==> config.mk <==
export PLATFORM = sky130hd
export DESIGN_NAME = instruction_fetch_unit
export DESIGN_NICKNAME = d
export VERILOG_FILES = /design/src/rtl/instruction_fetch_unit.sv
export SDC_FILE = /design/constraint.sdc
export NUM_CORES = 1
export LEC_CHECK = 0
export CAP_MARGIN = 0
export CORE_MARGIN = 2
export CORE_UTILIZATION = 55
export CTS_CLUSTER_DIAMETER = 80
export CTS_CLUSTER_SIZE = 8
export DETAILED_ROUTE_END_ITERATION = 7
export PLACE_DENSITY = 0.76
export SYNTH_ARGS = -nofsm -noshare
export SYNTH_HDL_FRONTEND = slang
export SYNTH_SLANG_ARGS = --single-unit
==> constraint.sdc <==
create_clock -name clk -period 5.4 [get_ports clk]
set_clock_uncertainty 0.15 [all_clocks]
set_input_delay 1.08 -clock clk [delete_from_list [all_inputs] [get_ports clk]]
set_output_delay 1.08 -clock clk [all_outputs]
set_load 0.02 [all_outputs]
==> src/rtl/instruction_fetch_unit.sv <==
// Instruction fetch stage: writable program memory streamed to decode over a
// registered valid/ready interface, with branch redirect and halt-or-wrap at end of program.
module instruction_fetch_unit #(
    parameter int DATA_WIDTH = 32,
    parameter int ADDR_WIDTH = 3,
    parameter int WRAP       = 0
) (
    input  logic                  clk,
    input  logic                  reset,
    input  logic                  control,
    input  logic                  prog_we,
    input  logic [ADDR_WIDTH-1:0] prog_addr,
    input  logic [DATA_WIDTH-1:0] prog_data,
    input  logic [ADDR_WIDTH:0]   prog_len,
    input  logic                  redirect,
    input  logic [ADDR_WIDTH-1:0] redirect_target,
    input  logic                  instr_ready,
    output logic [DATA_WIDTH-1:0] instruction,
    output logic                  instr_valid,
    output logic [ADDR_WIDTH-1:0] pc,
    output logic                  halted,
    output logic [1:0]            state
);

    localparam int DEPTH = 2 ** ADDR_WIDTH;
    localparam logic [ADDR_WIDTH:0] DEPTH_W = (ADDR_WIDTH + 1)'(DEPTH);
    localparam logic [ADDR_WIDTH:0] ONE_W   = (ADDR_WIDTH + 1)'(1);

    localparam logic [1:0] S_IDLE  = 2'b00;
    localparam logic [1:0] S_FETCH = 2'b01;
    localparam logic [1:0] S_HALT  = 2'b10;

    logic [DATA_WIDTH-1:0] mem [DEPTH];

    logic [1:0]            state_q, state_d;
    logic [ADDR_WIDTH-1:0] pc_q, pc_d;
    logic [DATA_WIDTH-1:0] instr_q, instr_d;
    logic                  valid_q, valid_d;
    logic [ADDR_WIDTH:0]   fetch_ptr_q, fetch_ptr_d;
    logic [ADDR_WIDTH:0]   len_q, len_d;
    logic                  slot_free;

    // Program memory is not reset; loads are only honoured while not streaming.
    always_ff @(posedge clk) begin
        if (prog_we && (state_q != S_FETCH)) begin
            mem[prog_addr] <= prog_data;
        end
    end

    always_comb begin
        state_d     = state_q;
        pc_d        = pc_q;
        instr_d     = instr_q;
        valid_d     = valid_q;
        fetch_ptr_d = fetch_ptr_q;
        len_d       = len_q;
        slot_free   = !valid_q || instr_ready;

        case (state_q)
            S_IDLE: begin
                valid_d = 1'b0;
                if (control && (prog_len != '0)) begin
                    len_d       = (prog_len > DEPTH_W) ? DEPTH_W : prog_len;
                    fetch_ptr_d = '0;
                    state_d     = S_FETCH;
                end
            end
            S_FETCH: begin
                // Redirect wins over loading; an unaccepted held word is squashed.
                if (redirect) begin
                    valid_d     = 1'b0;
                    fetch_ptr_d = {1'b0, redirect_target};
                end else if (slot_free) begin
                    if (fetch_ptr_q >= len_q) begin
                        if (WRAP != 0) begin
                            if (control) begin
                                instr_d     = mem[0];
                                pc_d        = '0;
                                valid_d     = 1'b1;
                                fetch_ptr_d = ONE_W;
                            end else begin
                                valid_d = 1'b0;
                            end
                        end else begin
                            valid_d = 1'b0;
                            state_d = S_HALT;
                        end
                    end else if (control) begin
                        instr_d     = mem[fetch_ptr_q[ADDR_WIDTH-1:0]];
                        pc_d        = fetch_ptr_q[ADDR_WIDTH-1:0];
                        valid_d     = 1'b1;
                        fetch_ptr_d = fetch_ptr_q + ONE_W;
                    end else begin
                        valid_d = 1'b0;
                    end
                end
            end
            S_HALT: begin
                valid_d = 1'b0;
                if (!control) begin
                    state_d = S_IDLE;
                end
            end
            default: begin
                valid_d = 1'b0;
                state_d = S_IDLE;
            end
        endcase
    end

    always_ff @(posedge clk) begin
        if (reset) begin
            state_q     <= S_IDLE;
            pc_q        <= '0;
            instr_q     <= '0;
            valid_q     <= 1'b0;
            fetch_ptr_q <= '0;
            len_q       <= '0;
        end else begin
            state_q     <= state_d;
            pc_q        <= pc_d;
            instr_q     <= instr_d;
            valid_q     <= valid_d;
            fetch_ptr_q <= fetch_ptr_d;
            len_q       <= len_d;
        end
    end

    assign instruction = instr_q;
    assign instr_valid = valid_q;
    assign pc          = pc_q;
    assign halted      = (state_q == S_HALT);
    assign state       = state_q;

endmodule

Yosys cells after proc, flatten, opt, wreduce, memory -nomap -nowiden
Memories as Yosys holds them, arrays and structs flattened. A register that Yosys moved wholly into a read port is not among the register bits.
Cells that the tools add are included.
- $add $sub $neg: 1
- magnitude comparators: 2
- equal/unequal tests: 11
- muxes and demuxes: 17
- bitwise logic cells: 3
- reductions and logical operators: 12
- operators by type and width (kind ; count):
    $mux W4 ; 6
    $reduce_and A5 Y1 ; 3
    $mux W2 ; 5
    $ne A2 B2 Y1 const B ; 5
    $ne A3 B3 Y1 const B ; 3
    $pmux W4 S2 ; 1
    $pmux W2 S3 ; 1
    $add A4 B1 Y4 const B ; 1
    $ge A4 B4 Y1 ; 1
    $gt A4 B4 Y1 const B ; 1
    $mux W1 ; 4
    $reduce_bool A4 Y1 ; 1
    $not A1 Y1 ; 3
    $reduce_or A3 Y1 ; 1
    $eq A2 B1 Y1 const B ; 1
    $eq A2 B2 Y1 const B ; 1
    $logic_and A1 B1 Y1 ; 2
    $logic_not A2 Y1 ; 1
    $ne A2 B1 Y1 const B ; 1
    $reduce_and A2 Y1 ; 1
    $reduce_bool A2 Y1 ; 1
    $logic_not A1 Y1 ; 1
    $logic_or A1 B1 Y1 ; 1
- flip-flop bits (word level): 14
- memory bits (writable): 256
- input bits: 48
- logic and storage cells: 52
- memories kept: 1
- memory list (name ; words ; bits a word ; rd ports ; clocked after Yosys merged registers in ; wr ports ; line ; source):
    mem ; 8 ; 32 ; 1 ; 1 ; 1 ; 33 ; logic [DATA_WIDTH-1:0] mem [DEPTH];

Depth between registers and ports, before layout
- word-level depth: 6
- gate-level depth with buffers: 11

Least setup slack after synthesis
Ideal clock, no wire load.
- path kind: input port to flip-flop
- start point: input port prog_addr[0]
- end point: memory mem[0][0] (enable)
- library setup time: 0.461 ns
- arrival: 3.497 ns
- data required time: 4.789 ns
- path slack: 1.291 ns
- stages on the path: 2
- buffers on the path: 0
- path through: nand3b_1 > nor3_1
- RTL lines (what ; line ; source):
    from (decl) ; 12 ; input logic [ADDR_WIDTH-1:0] prog_addr,
    to (decl) ; 33 ;
Straight into the memory's write port.

Final worst setup path
- start point: register fetch_ptr_q[2]
- end point: register instr_q[1] (netlist: instruction[1]), read port of mem
- cells in the longest elaborated chain, start to end: 3
- RTL lines (what ; line ; source):
    from (decl) ; 39 ; logic [ADDR_WIDTH:0] fetch_ptr_q, fetch_ptr_d;
    from (signal assigned) ; 124 ; fetch_ptr_q <= fetch_ptr_d;
    $ge A4 B4 Y1 ; 74 ; if (fetch_ptr_q >= len_q) begin
    $not A1 Y1 (no line) ; -- ;
    $reduce_and A5 Y1 (no line) ; -- ;
    to (decl) ; 37 ; logic [DATA_WIDTH-1:0] instr_q, instr_d;
Several ways; a longest one is shown, not always the timed one.
A chain may end at the register's enable or synchronous reset.

==> flow_summary_export.csv <==
group,metric,value,unit
cells_and_area,area_growth,20.1,%
synth,syn_inst,585,
drt,first_iter_violations,442,
global_routing,antenna_found_initial,0,
drt,dr.pass1.iters,4,
drt,ant_nets,0,
worst_setup_path,start_kind,"flop",
floorplan,die_area,22300,um^2
synth,synthArstFlopShare,0,%
synth,synth_nets,638,
cells_and_area,diodes,0,
floorplan,die_w,149,um
placement,numPortBuffers,86,
worst_setup_path,path_max_fanout,69,
cells_and_area,final_common_cell,"edfxtp_1",
cells_and_area,drive_gt1_share,21.9,%
synth,ys.flop_type,"edfxtp_1",
cts,cts_root_buf,"clkbuf_16",
cells_and_area,nets,741,
floorplan,ios,87,
cells_and_area,final_cell_mix,"256 x edfxtp_1, 85 x clkdlybuf4s50_1, 64 x mux4_2, 44 x clkbuf_16, 43 x dfxtp_1",
pwr,power_density,384,nW/um^2
timing,tightest_slew,1.29,ns
drt,wire_per_inst,22.6,um
cells_and_area,design_area,13900,um^2
global_routing,grt_max_degree,70,
timing,min_period_over_period,60.6,%
cts,cts_sinks,302,
global_routing,grt_pass1_wl,34.6,mm
worst_setup_path,crit_path_end_kind,"flop",
synth,synthDistinctLibCells,42,
synth,syn_avg_cell_area,19.9,um^2
worst_setup_path,worstPathRequired,5.65,ns
timing,max_slew_margin,14.0,%
synth,synth-edff-count,256,
timing,setup_violations,0,
job,maxCapViolations,0,
timing,finalHoldViolCount,0,
global_routing,grt.overflow.total,0,
cts,tritoncts,"yes",
synth,ys_ff_latch,302,
pwr,vdd_drop_max,216,uV
timing,fmax,306,MHz
synth,ys_warn_count,0,
placement,dp_hpwl,11.5,mm
drt,drt-total-wl,22.5,mm
floorplan,start_util,55.6,%
drt,route.vias.total,5820,
outcome,status,"complete, no violations",
floorplan,rows,53,
placement,gp_congestion,0.801,
global_routing,grt_usage,20.9,%
cts,cts_setup_buffers,0,
pwr,power_leakage,4.27,nW
timing,rsz0062_at_grt,"no",
cts,cts_resized,0,
cts,path_clk_slew,0.05,ns
timing,fin_tns_setup,0,ns
drt,route.detailed.drc,0,
global_routing,grt_pass1_vias,6141,
worst_setup_path,arrival,3.52,ns
floorplan,dieHeight,149,um
synth,netlist_area,11600,um^2
cts,ctsHoldBuffers,0,
timing,period_needed,3.27,ns
cts,clk_latency,0.52,ns
worst_setup_path,worstSetupPathType,"flop to flop",
cts,clk_path_buf_depth,3,
cts,cts-buffers-inserted,43,
worst_hold_path,hold_path.class,"flop to flop",
drt,vias_per_cell,5.84,
placement,placed_area,12700,um^2
timing,slew_viol_final,0,
synth,yosysSeqAreaShare,74.1,%
floorplan,core_area,20900,um^2
cts,cts.htree.levels,2,
power by group:
group,total (mW),internal [mW],switching (mW),leakage [nW]
Combinational,0.307,0.147,0.160,0.982
Clock,2.43,1.52,0.913,0.593
Sequential,2.62,2.59,0.0347,2.69
critical path, cell delays in order, from the launching register on:
cell and delay (ns):
dfxtp_4 1.02, ha_1 0.37, o211ai_1 0.09, o21a_1 0.23, and3_2 0.21, buf_4 0.67, nor2_1 0.10, a211oi_1 0.29
stage by stage:
step           total power [mW]  setup WS, ns  hold slack, ns  utilization (%)  instances
2_1_floorplan              2.85          1.29           0.307                -        585
4_1_cts                    5.40          2.09           0.327             66.8        997
6_report                   5.36          2.13           0.321             66.8        997
3_3_place_gp               2.96          1.90           0.294             60.8        918
5_1_grt                    5.53          2.00           0.335             66.8        997
3_5_place_dp               2.97          1.88           0.320             60.8        918
metal layers:
| metal | share of wire (%) | vias to the layer above | track usage (%) |
|---|---|---|---|
| li1 | - | 2585 | - |
| met1 | 41 | 2998 | 27.9 |
| met2 | 51 | 206 | 34.8 |
| met3 | 6.2 | 31 | 4.80 |
| met4 | 1.6 | 0 | 6.38 |
| met5 | 0 | - | 0 |
worst paths after layout:
path / start / to / slack [ns] / cells after the start
worst max-delay path: fetch_ptr_q[2] / instruction[1] / 2.13 / 7
worst min-delay path: pc[2] / pc[2] / 0.32 / 2
worst max register to register: fetch_ptr_q[2] / instruction[1] / 2.13 / 7
worst min register to register: pc[2] / pc[2] / 0.32 / 2
sequential cells by signal, summed over array words and instances (netlist names):
signal       flops
fetch_ptr_q      4
instruction     32
instr_valid      1
state            2
pc               3
mem            256
len_q            4
synth_stat cells (5+ instances only):
master	number	area [um^2]
ha_1	5	62.6
a211oi_1	7	52.6
mux4_2	64	1440
a211oi_2	25	313
nand2_1	10	37.5
nand3_1	5	25.0
dfxtp_1	46	921
clkbuf_1	9	33.8
buf_6	9	101
nor2_1	46	173
edfxtp_1	256	7690
mux2i_1	34	340
a21oi_1	14	70.1
buf_2	6	30.0
buf_4	5	37.5
inv_1	5	18.8
cell type report:
cell class,instances,area [um^2]
Tap cell,275,344
Multi-Input combinational cell,244,2820
Clock buffer,76,1220
Fill cell,1341,6940
Inverter,5,18.8
Clock inverter,3,28.8
Timing Repair Buffer,92,901
Sequential cell,302,8620
cell families after synthesis:
logic type / after synthesis / share of synthesized area, %
flops: 302 / 74.1
mux: 98 / 15.3
simple gates: 85 / 3.54
compound gates: 55 / 4.27
buf+inv: 39 / 2.11
fa+ha+maj: 5 / 0.539
xor+xnor: 1 / 0.0754
Note: power is estimated with default switching activity, not from simulation.
